`src/rtl/scope_overlay.sv`:
```
// 640x480 oscilloscope overlay: VGA timing, cursors, two traces, optional grid.
// Define SCOPE_GRID_EN to build the graticule layer.
module scope_overlay (
  input  logic        pixelClock,
  input  logic        resetN,
  input  logic [10:0] cursorX1,
  input  logic [10:0] cursorX2,
  input  logic [10:0] cursorY1,
  input  logic [10:0] cursorY2,
  input  logic        cursorX_EN,
  input  logic        cursorY_EN,
  input  logic        Wave1_EN,
  input  logic        Wave2_EN,
  input  logic [10:0] offset1,
  input  logic [10:0] offset2,
  input  logic [3:0]  shiftDown1,
  input  logic [3:0]  shiftDown2,
  output logic [9:0]  sampleAddr,
  input  logic [11:0] sample1Data,
  input  logic [11:0] sample2Data,
  output logic        hsync,
  output logic        vsync,
  output logic        blank,
  output logic        frameStart,
  output logic [7:0]  red,
  output logic [7:0]  green,
  output logic [7:0]  blue
);

  typedef struct packed {
    logic [10:0] cx1;
    logic [10:0] cx2;
    logic [10:0] cy1;
    logic [10:0] cy2;
    logic        cx_en;
    logic        cy_en;
    logic        w1_en;
    logic        w2_en;
    logic [10:0] off1;
    logic [10:0] off2;
    logic [3:0]  sh1;
    logic [3:0]  sh2;
  } shadow_t;

  shadow_t shd_q, shd_d;
  logic [9:0] h_q, h_d;
  logic [9:0] v_q, v_d;
  logic [9:0] addr_q, addr_d;

  logic       vis0;
  logic       grid0;

  logic       vis1_q, vis1_d;
  logic       cur1_q, cur1_d;
  logic       grid1_q, grid1_d;
  logic       hs1_q, hs1_d;
  logic       vs1_q, vs1_d;
  logic       col0_q, col0_d;
  logic [9:0] v1_q, v1_d;

  logic signed [12:0] prev1_q, prev1_d;
  logic signed [12:0] prev2_q, prev2_d;
  logic signed [12:0] t1, t2, p1, p2, v1s;
  logic               w1_hit, w2_hit;

  logic        hs2_q, hs2_d;
  logic        vs2_q, vs2_d;
  logic        blank2_q, blank2_d;
  logic [23:0] rgb_q, rgb_d;

  function automatic logic wave_hit(
    input logic               en,
    input logic signed [12:0] t,
    input logic signed [12:0] p,
    input logic signed [12:0] y
  );
    logic signed [12:0] lo, hi;
    lo = (t < p) ? t : p;
    hi = (t < p) ? p : t;
    return en && (t >= 13'sd0) && (t <= 13'sd479)
        && (y >= lo) && (y <= hi);
  endfunction

  always_comb begin
    h_d = h_q + 10'd1;
    v_d = v_q;
    if (h_q == 10'd799) begin
      h_d = '0;
      v_d = (v_q == 10'd524) ? '0 : v_q + 10'd1;
    end
    // address leads the counter by one flop so data lands with stage 1
    addr_d = (h_d < 10'd640) ? h_d : '0;
    shd_d = shd_q;
    if (h_q == '0 && v_q == 10'd480) begin
      shd_d = '{
        cx1:   cursorX1,
        cx2:   cursorX2,
        cy1:   cursorY1,
        cy2:   cursorY2,
        cx_en: cursorX_EN,
        cy_en: cursorY_EN,
        w1_en: Wave1_EN,
        w2_en: Wave2_EN,
        off1:  offset1,
        off2:  offset2,
        sh1:   shiftDown1,
        sh2:   shiftDown2
      };
    end
  end

  assign vis0 = (h_q < 10'd640) && (v_q < 10'd480);

`ifdef SCOPE_GRID_EN
  logic [5:0] row_q, row_d;

  always_comb begin
    row_d = row_q;
    if (h_q == 10'd799) begin
      if (v_d == '0) row_d = '0;
      else row_d = (row_q == 6'd59) ? '0 : row_q + 6'd1;
    end
  end

  assign grid0 = vis0 && ((h_q[5:0] == '0) || (row_q == '0));

  always_ff @(posedge pixelClock) begin
    if (!resetN) row_q <= '0;
    else         row_q <= row_d;
  end
`else
  assign grid0 = 1'b0;
`endif

  always_comb begin
    vis1_d  = vis0;
    cur1_d  = vis0 && (
                (shd_q.cx_en && ({1'b0, h_q} == shd_q.cx1 ||
                                 {1'b0, h_q} == shd_q.cx2)) ||
                (shd_q.cy_en && ({1'b0, v_q} == shd_q.cy1 ||
                                 {1'b0, v_q} == shd_q.cy2)));
    grid1_d = grid0;
    hs1_d   = !((h_q >= 10'd656) && (h_q <= 10'd751));
    vs1_d   = !((v_q >= 10'd490) && (v_q <= 10'd491));
    col0_d  = (h_q == '0);
    v1_d    = v_q;
  end

  always_comb begin
    t1  = $signed({2'b00, shd_q.off1})
        - $signed({1'b0, sample1Data >> shd_q.sh1});
    t2  = $signed({2'b00, shd_q.off2})
        - $signed({1'b0, sample2Data >> shd_q.sh2});
    p1  = col0_q ? t1 : prev1_q;
    p2  = col0_q ? t2 : prev2_q;
    v1s = $signed({3'b000, v1_q});
    w1_hit = wave_hit(shd_q.w1_en, t1, p1, v1s);
    w2_hit = wave_hit(shd_q.w2_en, t2, p2, v1s);
    prev1_d = t1;
    prev2_d = t2;
    rgb_d = 24'h000000;
    if (vis1_q) begin
      if (cur1_q)       rgb_d = 24'hFFFF00;
      else if (w1_hit)  rgb_d = 24'h00FF00;
      else if (w2_hit)  rgb_d = 24'h00FFFF;
      else if (grid1_q) rgb_d = 24'h404040;
    end
    hs2_d    = hs1_q;
    vs2_d    = vs1_q;
    blank2_d = !vis1_q;
  end

  always_ff @(posedge pixelClock) begin
    if (!resetN) begin
      h_q      <= '0;
      v_q      <= '0;
      addr_q   <= '0;
      shd_q    <= '0;
      vis1_q   <= 1'b0;
      cur1_q   <= 1'b0;
      grid1_q  <= 1'b0;
      hs1_q    <= 1'b1;
      vs1_q    <= 1'b1;
      col0_q   <= 1'b0;
      v1_q     <= '0;
      prev1_q  <= '0;
      prev2_q  <= '0;
      hs2_q    <= 1'b1;
      vs2_q    <= 1'b1;
      blank2_q <= 1'b1;
      rgb_q    <= '0;
    end else begin
      h_q      <= h_d;
      v_q      <= v_d;
      addr_q   <= addr_d;
      shd_q    <= shd_d;
      vis1_q   <= vis1_d;
      cur1_q   <= cur1_d;
      grid1_q  <= grid1_d;
      hs1_q    <= hs1_d;
      vs1_q    <= vs1_d;
      col0_q   <= col0_d;
      v1_q     <= v1_d;
      prev1_q  <= prev1_d;
      prev2_q  <= prev2_d;
      hs2_q    <= hs2_d;
      vs2_q    <= vs2_d;
      blank2_q <= blank2_d;
      rgb_q    <= rgb_d;
    end
  end

  assign sampleAddr = addr_q;
  assign hsync      = hs2_q;
  assign vsync      = vs2_q;
  assign blank      = blank2_q;
  assign red        = rgb_q[23:16];
  assign green      = rgb_q[15:8];
  assign blue       = rgb_q[7:0];
  assign frameStart = resetN && (h_q == '0) && (v_q == '0);

endmodule

```
`config.mk`:
```
export PLATFORM = sky130hd
export DESIGN_NAME = scope_overlay
export DESIGN_NICKNAME = d
export VERILOG_FILES = /design/src/rtl/scope_overlay.sv
export SDC_FILE = /design/constraint.sdc
export NUM_CORES = 1
export LEC_CHECK = 0
export CAP_MARGIN = 40
export CORE_UTILIZATION = 51
export CTS_CLUSTER_SIZE = 30
export DETAILED_ROUTE_END_ITERATION = 6
export PLACE_DENSITY = 0.78
export SETUP_SLACK_MARGIN = 0.5
export SLEW_MARGIN = 20
export SYNTH_ARGS = -nofsm -noshare
export SYNTH_HDL_FRONTEND = slang
export SYNTH_SLANG_ARGS = --single-unit
```
`constraint.sdc`:
```
create_clock -name pixelClock -period 9 [get_ports pixelClock]
set_input_delay 2.7 -clock pixelClock [delete_from_list [all_inputs] [get_ports pixelClock]]
set_output_delay 2.7 -clock pixelClock [all_outputs]
set_load 0.05 [all_outputs]
```
==> reports/metrics.csv <==
stage,metric,value,unit
sta,crit path time final,8498,ps
sta,final hold slack,409.2,ps
global_routing,largest net degree at the start of global routing,79,
worst_setup_path,Reg-to-Reg Start,shd_q[1],
placement,Placer Congestion,0.9303,
cts,clock slew at reported path FFs,70,ps
logic_synthesis,Syn. warnings,0,
die,initial core utilization,0.5264,
cts,CTS tree,done,
global_routing,vias in the first global route,9169,
detailed_routing,routed vias/inst,5.785,
worst_setup_path,CP max FO,4,
logic_synthesis,post-synthesis cell type count,75,
power_and_ir_drop,VDD IR max,0.1690,mV
sta,# setup viols final,0,
sta,final period utilization,0.9442,
power_and_ir_drop,Pwr Density,141.2,nW/um2
layout,antenna fix cells,0,
global_routing,first-pass GRT wire length,44.13,mm
die,die area,20860,um2
sta,Final Hold Viols,0,
worst_setup_path,crit path buf inv count,3,
sta,final setup TNS,0,ps
sta,RSZ-0062 raised after global routing,no,
worst_setup_path,CP startpoint kind,input port,
placement,Detail Placement HPWL,19.12,mm
run_status,status,"complete, no violations",
logic_synthesis,synthesized area,10340,um2
sta,Worst-Margin Slew,939.9,ps
logic_synthesis,Synth area leader,dfxtp_1,
worst_setup_path,CP peak stage delay,400,ps
layout,share of cells above drive strength 1,0.1981,
die,number of core rows,51,
placement,area of placed instances,12250,um2
logic_synthesis,"Avg Cell Area, Syn",8.095,um2
logic_synthesis,sequential-to-total area share from yosys stat,0.3000,
logic_synthesis,Synth Register Bits,155,
worst_setup_path,Worst EP required,9360,ps
global_routing,GRT Overall Usage,0.2671,
placement,port buffer count,141,
detailed_routing,First DRT Iteration DRCs,907,
logic_synthesis,ys async rst share,0,
logic_synthesis,"EDFF count, synth",0,
power_and_ir_drop,total power,1.940,mW
worst_setup_path,cell family with most CP delay,compound AO/OA/AOI/OAI gates,
hold_path,Hold Crit Class,reg -> reg,
cts,TritonCTS Sinks,155,
worst_setup_path,Crit. End Element,flop,
cts,Num CTS Buffers,17,
die,die width,144.4,um
global_routing,initial antenna violation count,0,
detailed_routing,Avg WL per Cell,17.31,um
logic_synthesis,prevailing post-synth register cell,dfxtp_1,
worst_setup_path,CP Launch Point,sample2Data[5],
worst_setup_path,crit path DAT,8860,ps
cts,H-tree levels,4,
sta,post-route worst setup slack,502.5,ps
die,IO Pins,142,
die,die height,144.4,um
cts,clk buf depth,2,
flow_run,Max-Cap Viols,0,
logic_synthesis,synthesized net count,1470,
detailed_routing,Vias,9974,
sta,Max Clock Freq,0.1177,GHz
detailed_routing,1st-pass router iterations,7,
layout,nets,1638,
cts,clock latency on the worst-skew pair,430,ps
layout,"most common cell after layout, fill and taps aside",nand2_1,
detailed_routing,number of routed nets with antenna violations,0,
sta,worst rel slew slack,0.3725,
sta,final slew viol count,0,
logic_synthesis,area share of the largest cell type after synthesis,0.3000,
global_routing,gr ovfl total,0,
cts,"Hold-fix buffers, CTS",0,
detailed_routing,# DRC,0,
cts,clock root buffer master,clkbuf_16,
logic_synthesis,ranking of synthesized cells by area,"dfxtp_1, ha_1, nand2_1, mux2i_1, a21oi_1",
detailed_routing,routed wire length,29.84,mm
worst_setup_path,slowest CP cell,or3_4,
placement,DP Worst Slack,-308.2,ps
layout,Finished Cell Area,13740,um2
layout,"Area growth, synth to finish",32.83,%
die,core area,19650,um2
worst_setup_path,crit path kind,in -> reg,
logic_synthesis,synthesized instance count,1278,
layout,most frequent cells in the layout,"nand2_1, dfxtp_1, clkdlybuf4s50_1, a21oi_1, buf_4",
power_and_ir_drop,Pleak,5.796,nW
hold_path,hold_sp,hs1_q,
sta,Worst Skew,10.01,ps
## metal layers
layer  GRT usage  up-vias  routed length, um
met1      0.3561     4749              13030
met4     0.08310        0                665
li1            -     4762                  -
met3     0.04570       66               1887
met5           0        -                  0
met2      0.4372      397              14250
## sequential cells by signal (all words and copies together), names as in the netlist, 3 cells and up
signal / count
v1_q: 10
h_q: 10
sampleAddr: 10
prev1_q: 13
shd_q: 78
v1_d: 10
rgb_q: 3
prev2_q: 13
## layout make-up
type	instances	area [um2]
Clock buffer	17	425.4
Clock inverter	15	201.4
Fill cell	1461	5913
Inverter	46	177.7
Multi-Input combinational cell	978	7224
Sequential cell	155	3103
Tap cell	265	331.6
Timing Repair Buffer	248	2277
## synthesized netlist by cell type (all sizes together) (25+ instances only)
master / instances
nand2: 200
dfxtp: 155
a21oi: 130
ha: 86
nor2: 81
mux2i: 74
clkbuf: 58
o21ai: 46
inv: 45
xor2: 44
buf: 41
and2: 35
xnor2: 26
nor3: 25
## report_power, final
group | switching (mW) | internal (mW)
registers | 0.00685 | 0.696
logic | 0.240 | 0.240
clock network | 0.331 | 0.425
## kinds of logic after synthesis
| logic type | share of synthesized area |
|---|---|
| simple gates | 0.2112 |
| compound gates | 0.1623 |
| flops | 0.3000 |
| buf+inv | 0.06422 |
| mux | 0.09446 |
| fa+ha+maj | 0.1079 |
| xor+xnor | 0.05999 |
## final timing paths
| path | endpoint | slack (ps) | cells after the start |
|---|---|---|---|
| min | hsync | 410 | 1 |
| max reg2reg | rgb_q[15] | 1890 | 36 |
| min reg2reg | hsync | 410 | 1 |
| max | rgb_q[15] | 500 | 37 |
## timing repair
| action | in CTS | in global routing |
|---|---|---|
| gates cloned | 1 | 0 |
| pin swaps | 65 | 75 |
| endpoints found under the setup margin | 2 | 2 |
| gates resized for setup | 83 | 114 |
| buffers inserted | 13 | 13 |
## metrics by stage
step	instances	utilization
floorplan	1278	-
global route	1724	0.6991
detailed placement	1664	0.6233
global placement	1663	0.6223
CTS	1710	0.6730
finish	1724	0.6991
Power figures use the tool's default switching activity.
